File: src/rtl/enemy_spawner.sv
// Beat-driven enemy spawn scheduler: rolls the LFSR word against a spawn threshold and
// offers {lane, kind} over valid/ready, with post-spawn cooldown and an alive-enemy cap.
module enemy_spawner #(
    parameter int unsigned LANES          = 4,
    parameter int unsigned COOLDOWN_BEATS = 2,
    parameter int unsigned MAX_ACTIVE     = 8
) (
    input  logic        clk,
    input  logic        rst_n,
    input  logic        beat,
    input  logic        enable,
    input  logic [15:0] rand_in,
    input  logic [7:0]  spawn_thresh,
    input  logic        kill,
    output logic        spawn_valid,
    input  logic        spawn_ready,
    output logic [3:0]  spawn_lane,
    output logic [1:0]  spawn_kind,
    output logic [7:0]  active_cnt
);

    localparam logic [1:0] IDLE  = 2'd0;
    localparam logic [1:0] OFFER = 2'd1;
    localparam logic [1:0] COOL  = 2'd2;

    localparam logic [3:0]  COOL_INIT = 4'(COOLDOWN_BEATS);
    localparam logic [7:0]  CAP       = 8'(MAX_ACTIVE);
    localparam logic [11:0] LANES_W   = 12'(LANES);

    logic [1:0]  state_q, state_d;
    logic [3:0]  cool_q, cool_d;
    logic [3:0]  lane_q, lane_d;
    logic [1:0]  kind_q, kind_d;
    logic [7:0]  cnt_q, cnt_d;
    logic        valid_q, valid_d;

    logic        roll_en;
    logic        roll_hit;
    logic        handshake;
    logic [11:0] lane_prod;
    logic [3:0]  lane_calc;

    assign roll_en   = (state_q == IDLE) & beat & enable & (cnt_q < CAP);
    assign roll_hit  = roll_en & (rand_in[15:8] < spawn_thresh);
    assign handshake = valid_q & spawn_ready;

    // Scale the low byte into [0, LANES) without a divider.
    assign lane_prod = {4'd0, rand_in[7:0]} * LANES_W;
    assign lane_calc = 4'(lane_prod >> 8);

    always_comb begin
        state_d = state_q;
        cool_d  = cool_q;
        lane_d  = lane_q;
        kind_d  = kind_q;
        unique case (state_q)
            IDLE: begin
                if (roll_hit) begin
                    state_d = OFFER;
                    lane_d  = lane_calc;
                    kind_d  = {rand_in[1] ^ rand_in[9], rand_in[0] ^ rand_in[8]};
                end
            end
            OFFER: begin
                if (spawn_ready) begin
                    cool_d  = COOL_INIT;
                    state_d = (COOL_INIT == 4'd0) ? IDLE : COOL;
                end
            end
            COOL: begin
                if (cool_q == 4'd0) begin
                    state_d = IDLE;
                end else if (beat) begin
                    // The beat that empties the cooldown only re-arms; it never rolls.
                    cool_d = cool_q - 4'd1;
                    if (cool_q == 4'd1) begin
                        state_d = IDLE;
                    end
                end
            end
            default: state_d = IDLE;
        endcase
    end

    always_comb begin
        valid_d = (state_d == OFFER);
        cnt_d   = cnt_q;
        if (handshake && !kill) begin
            cnt_d = cnt_q + 8'd1;
        end else if (kill && !handshake && (cnt_q != 8'd0)) begin
            cnt_d = cnt_q - 8'd1;
        end
    end

    always_ff @(posedge clk or negedge rst_n) begin
        if (!rst_n) begin
            state_q <= IDLE;
            cool_q  <= 4'd0;
            lane_q  <= 4'd0;
            kind_q  <= 2'd0;
            cnt_q   <= 8'd0;
            valid_q <= 1'b0;
        end else begin
            state_q <= state_d;
            cool_q  <= cool_d;
            lane_q  <= lane_d;
            kind_q  <= kind_d;
            cnt_q   <= cnt_d;
            valid_q <= valid_d;
        end
    end

    assign spawn_valid = valid_q;
    assign spawn_lane  = lane_q;
    assign spawn_kind  = kind_q;
    assign active_cnt  = cnt_q;

endmodule

File: config.mk
export PLATFORM = sky130hd
export DESIGN_NAME = enemy_spawner
export DESIGN_NICKNAME = d
export VERILOG_FILES = /design/src/rtl/enemy_spawner.sv
export SDC_FILE = /design/constraint.sdc
export NUM_CORES = 1
export LEC_CHECK = 0
export CAP_MARGIN = 5
export CORE_MARGIN = 1.5
export CORE_UTILIZATION = 44
export CTS_CLUSTER_DIAMETER = 80
export DETAILED_ROUTE_END_ITERATION = 8
export GPL_ROUTABILITY_DRIVEN = 0
export PLACE_DENSITY = 0.77
export SYNTH_ARGS = -nofsm -noshare
export SYNTH_HDL_FRONTEND = slang
export SYNTH_SLANG_ARGS = --single-unit
File: constraint.sdc
create_clock -name clk -period 4 [get_ports clk]
set_input_delay 0.8 -clock clk [delete_from_list [all_inputs] [get_ports clk]]
set_output_delay 0.8 -clock clk [all_outputs]
set_load 0.005 [all_outputs]
---- After elaboration in Yosys (flattened, before gate mapping) ----
Cells that the tools add are included.
operators by class
  reductions and logical operators ........ 12
  add/subtract/negate cells ............... 3
  equality and inequality tests ........... 7
  bitwise operators ....................... 7
  magnitude comparators ................... 2
  muxes and demuxes ....................... 12
operator list
  operator               count
  $mux W8                2
  $mux W4                3
  $mux W2                5
  $add A8 B1 Y8 const B  1
  $lt A8 B4 Y1 const B   1
  $lt A8 B8 Y1           1
  $pmux W4 S2            1
  $reduce_bool A8 Y1     1
  $sub A8 B1 Y8 const B  1
  $ne A2 B2 Y1 const B   3
  $pmux W2 S3            1
  $and A1 B1 Y1          5
  $eq A2 B1 Y1 const B   2
  $eq A4 B1 Y1 const B   1
  $logic_not A4 Y1       1
  $reduce_and A4 Y1      1
  $reduce_bool A2 Y1     2
  $sub A4 B1 Y4 const B  1
  $logic_and A1 B1 Y1    3
  $eq A2 B2 Y1 const B   1
  $logic_not A1 Y1       2
  $logic_not A2 Y1       1
  $reduce_and A2 Y1      1
  $xor A1 B1 Y1          2
word-level totals
  flip-flop bits (word level) ............. 19

---- Depth between registers and ports, before layout ----
  depth in word-level cells ............... 8
  mapped depth ............................ 6

---- Least setup slack after synthesis ----
No wires, ideal clock.
  path type ............................... input-to-reg
  from .................................... input port kill
  to ...................................... register cnt_q[7] (netlist: active_cnt[7])
  data arrival time ....................... 2.672 ns
  required time ........................... 3.931 ns
  stages .................................. 6
  path buffers ............................ 0
  path slack .............................. 1.259 ns
  cell sequence ........................... nand3b_2 ha_1 and3_1 o21ai_0 or4bb_2 nand3_1
on the way
  word-level cells in the longest chain between the ends .. 3
  elaborated cells between the ends (all ways) .. 6
  classes of those cells .................. mux (1); reduce/logical (5)
RTL lines
  element                                                         line    text
  start: declaration                                              14      input logic kill,
  $logic_not A1 Y1 / $logic_and A1 B1 Y1 (equally long branches)  88, 90
  $logic_and A1 B1 Y1 (on tied branches)                          88, 90
  $mux W8 / $reduce_bool A2 Y1 (equally long branches)            -
  end signal: assignment                                          108     cnt_q <= cnt_d;
  end: declaration                                                34      logic [7:0] cnt_q, cnt_d;
Several ways; a longest one is shown, not always the timed one.
A chain may end at the register's enable or synchronous reset.

---- Worst setup path after layout ----
Ends and elaborated chain as after synthesis.

==> results.ini <==
[setup_path]
crit_fanout=14
crit_chain=clkdlybuf4s50_1 > nand3b_2 > ha_1 > and3_1 > o21ai_0 > or4bb_2 > nand3_1
critical_path_arrival_ns=3.44
worstPathRequired_ns=4.23
cpPeakStageDelay_ns=0.64
critical_path_class=in2reg
endpoint_kind=flop
startpoint_type=input pin
slowest_stage=or4bb_2

[cells_and_area]
final_common_cell=clkdlybuf4s50_1
syn_to_final_growth_pct=31.80
multi_input_area_um2=888.4
seq_area_um2=475.5
instances_no_fill=225
n_fill_cell=280
drive_gt1_frac=0.1215
final_cell_mix=clkdlybuf4s50_1 (38), dfrtp_1 (19), ha_1 (15)
diodes=0
final_nets=228

[floorplan]
die_height_um=59.74
die-area_um2=3568
io_pins=45
initial_core_util=0.4639
coreArea_um2=3053
fp.dieW_um=59.74
row_count=20

[route]
drc=0
wl_per_cell_um=13.84
vias_per_cell=5.369
wl_met3_um=159
vias=1208
top_layer_used=met4
first_pass_iters=4
route.met2.wl_um=1583
antenna_left=0
wirelength_um=3115
drtIter0Drc=39
m1WireLength_um=1288

[logic_synthesis]
ys_types=47
synth_warnings=0
synth_ff_type=dfrtp_1
synth_cells=140
ys_seq_area_frac=0.3357
synth_area_um2=1416
yosys_register_bits=19
ys_async_sr_fraction=1.000
synth-edff-count=0
syn_avg_cell_area_um2=10.12

[timing]
min_period_ns=3.208
setup_viol=0
tightestPinTransition_ns=0.8379
timing.hold.ws_ns=0.5124
fmax_ghz=0.3118
rsz0062_at_grt=false
finalMaxSlewViolations=0
maxSlewHeadroom=0.4397
hold_viol=0
finalSetupTns_ns=0
skew_ns=0.0006448
post-route-period-util=0.8019

[clocking]
cts.sinks=19
clk_latency_ns=0.29
ctsResizeCount=0
cts-htree-levels=1
cts_root_buf=clkbuf_4
hold_buffers=0
cts_tree=yes
cts.reportedPaths.clkPinSlew_ns=0.10
cts_setup_buffers=0
cts_buffers=3
clockBufferDepth=2

[grt]
grt_pass1_wl_um=5030
grt_overflow=0
track_usage=0.1898
grt_pass1_vias=1174
grt_antenna_before_repair=0
grt_max_degree=20

[pwr]
ir_worst_vdd_mv=0.3288
p_clk_frac=0.087
power_density_nw_per_um2=573.4
leakage_nw=0.8358
sequentialPowerShare=0.343
power_frac_comb=0.571
switchingPower_mw=0.4090
internal_power_mw=0.6614
power.total_mw=1.070
p_sw_frac=0.3821

[status]
status=completed

[placed_design]
port_buffers=38
dp.cells=221
hpwl_um=2508

[job]
maxCapViolations=0

[worst_hold_path]
hold_path_class=reg2reg

final cells by class:
cell class	instances	area share
multi-input combinational	109	0.4759
sequential	19	0.2547
clock buffer	4	0.01408
timing repair buffer	38	0.2038
tap	44	0.02949
inverter	11	0.02212
layer usage:
layer | vias up | global-route usage
met5 | - | 0
met4 | 0 | 0.09206
met3 | 7 | 0.02381
met2 | 37 | 0.3494
met1 | 566 | 0.2126
li1 | 598 | -
critical path, delay by kind of cell:
family          cells  cell delay (ns)
simple gates        4             1.38
buf+inv             1             0.46
compound gates      1             0.33
fa+ha+maj           1             0.46
final timing paths:
check	from	end	slack, ns	cells after the start
hold / removal	spawn_lane[1]	spawn_lane[1]	0.51	1
setup / recovery	kill	active_cnt[7]	0.79	7
min in group asynchronous	rst_n	state_q[0]	0.98	1
hold reg to reg	spawn_lane[1]	spawn_lane[1]	0.51	1
setup reg to reg	spawn_valid	active_cnt[7]	1.52	6
max in group asynchronous	rst_n	spawn_lane[0]	2.51	1
flip-flops by register name, summed over array words and instances (netlist names):
name,count
state_q,2
spawn_kind,2
cool_q,4
active_cnt,8
spawn_lane,2
spawn_valid,1
power by group through the flow:
stage                     combinational [mW]  clock, mW  sequential [mW]
after floorplan                        0.392          0            0.349
after global placement                 0.586          0            0.362
after detailed placement               0.612          0            0.371
after CTS                              0.616     0.0966            0.368
after global routing                   0.683      0.102            0.382
final                                  0.611     0.0929            0.367
metrics by stage:
stage / setup slack [ns] / utilization / cell area, um2
6_report: 0.7925 / 0.6115 / 1867
5_1_grt: 0.6279 / 0.6115 / 1867
4_1_cts: 0.7678 / 0.6115 / 1867
3_5_place_dp: 0.4569 / 0.6029 / 1841
3_3_place_gp: 0.5622 / 0.6029 / 1841
2_1_floorplan: 1.259 / - / 1420
cells in the mapped netlist, types with 2 or more instances:
| cell type | n | share of area |
|---|---|---|
| nand3_1 | 4 | 0.014 |
| and3b_1 | 2 | 0.012 |
| o21ai_0 | 8 | 0.028 |
| a21o_1 | 5 | 0.027 |
| inv_1 | 11 | 0.029 |
| nor3_1 | 5 | 0.018 |
| a21oi_1 | 8 | 0.028 |
| a2111oi_0 | 2 | 0.012 |
| ha_1 | 15 | 0.13 |
| nand2_1 | 2 | 0.0053 |
| o211ai_1 | 3 | 0.016 |
| or2_2 | 3 | 0.013 |
| a31oi_1 | 2 | 0.0088 |
| nor2_1 | 4 | 0.011 |
| mux2_4 | 2 | 0.021 |
| and2_2 | 2 | 0.011 |
| or3_1 | 3 | 0.013 |
| xor2_1 | 4 | 0.025 |
| nor3b_1 | 4 | 0.021 |
| dfrtp_1 | 19 | 0.34 |
| mux2_2 | 4 | 0.032 |
| buf_4 | 2 | 0.011 |
| xnor2_1 | 2 | 0.012 |
cell families (layout without fill, tap and decap cells):
| kind of cell | after synthesis | count (layout) | synth area share |
|---|---|---|---|
| xor gates and xnor gates | 6 | 6 | 0.03710 |
| other | 1 | 2 | 0.002648 |
| DFF | 19 | 19 | 0.3357 |
| muxes | 7 | 7 | 0.06095 |
| buffers and inverters | 13 | 53 | 0.03975 |
| and+or+nand+nor | 42 | 42 | 0.1997 |
| AOI/OAI and AO/OA | 36 | 36 | 0.1776 |
| adders and majority gates | 16 | 16 | 0.1466 |
(Power assumes the default switching activity.)
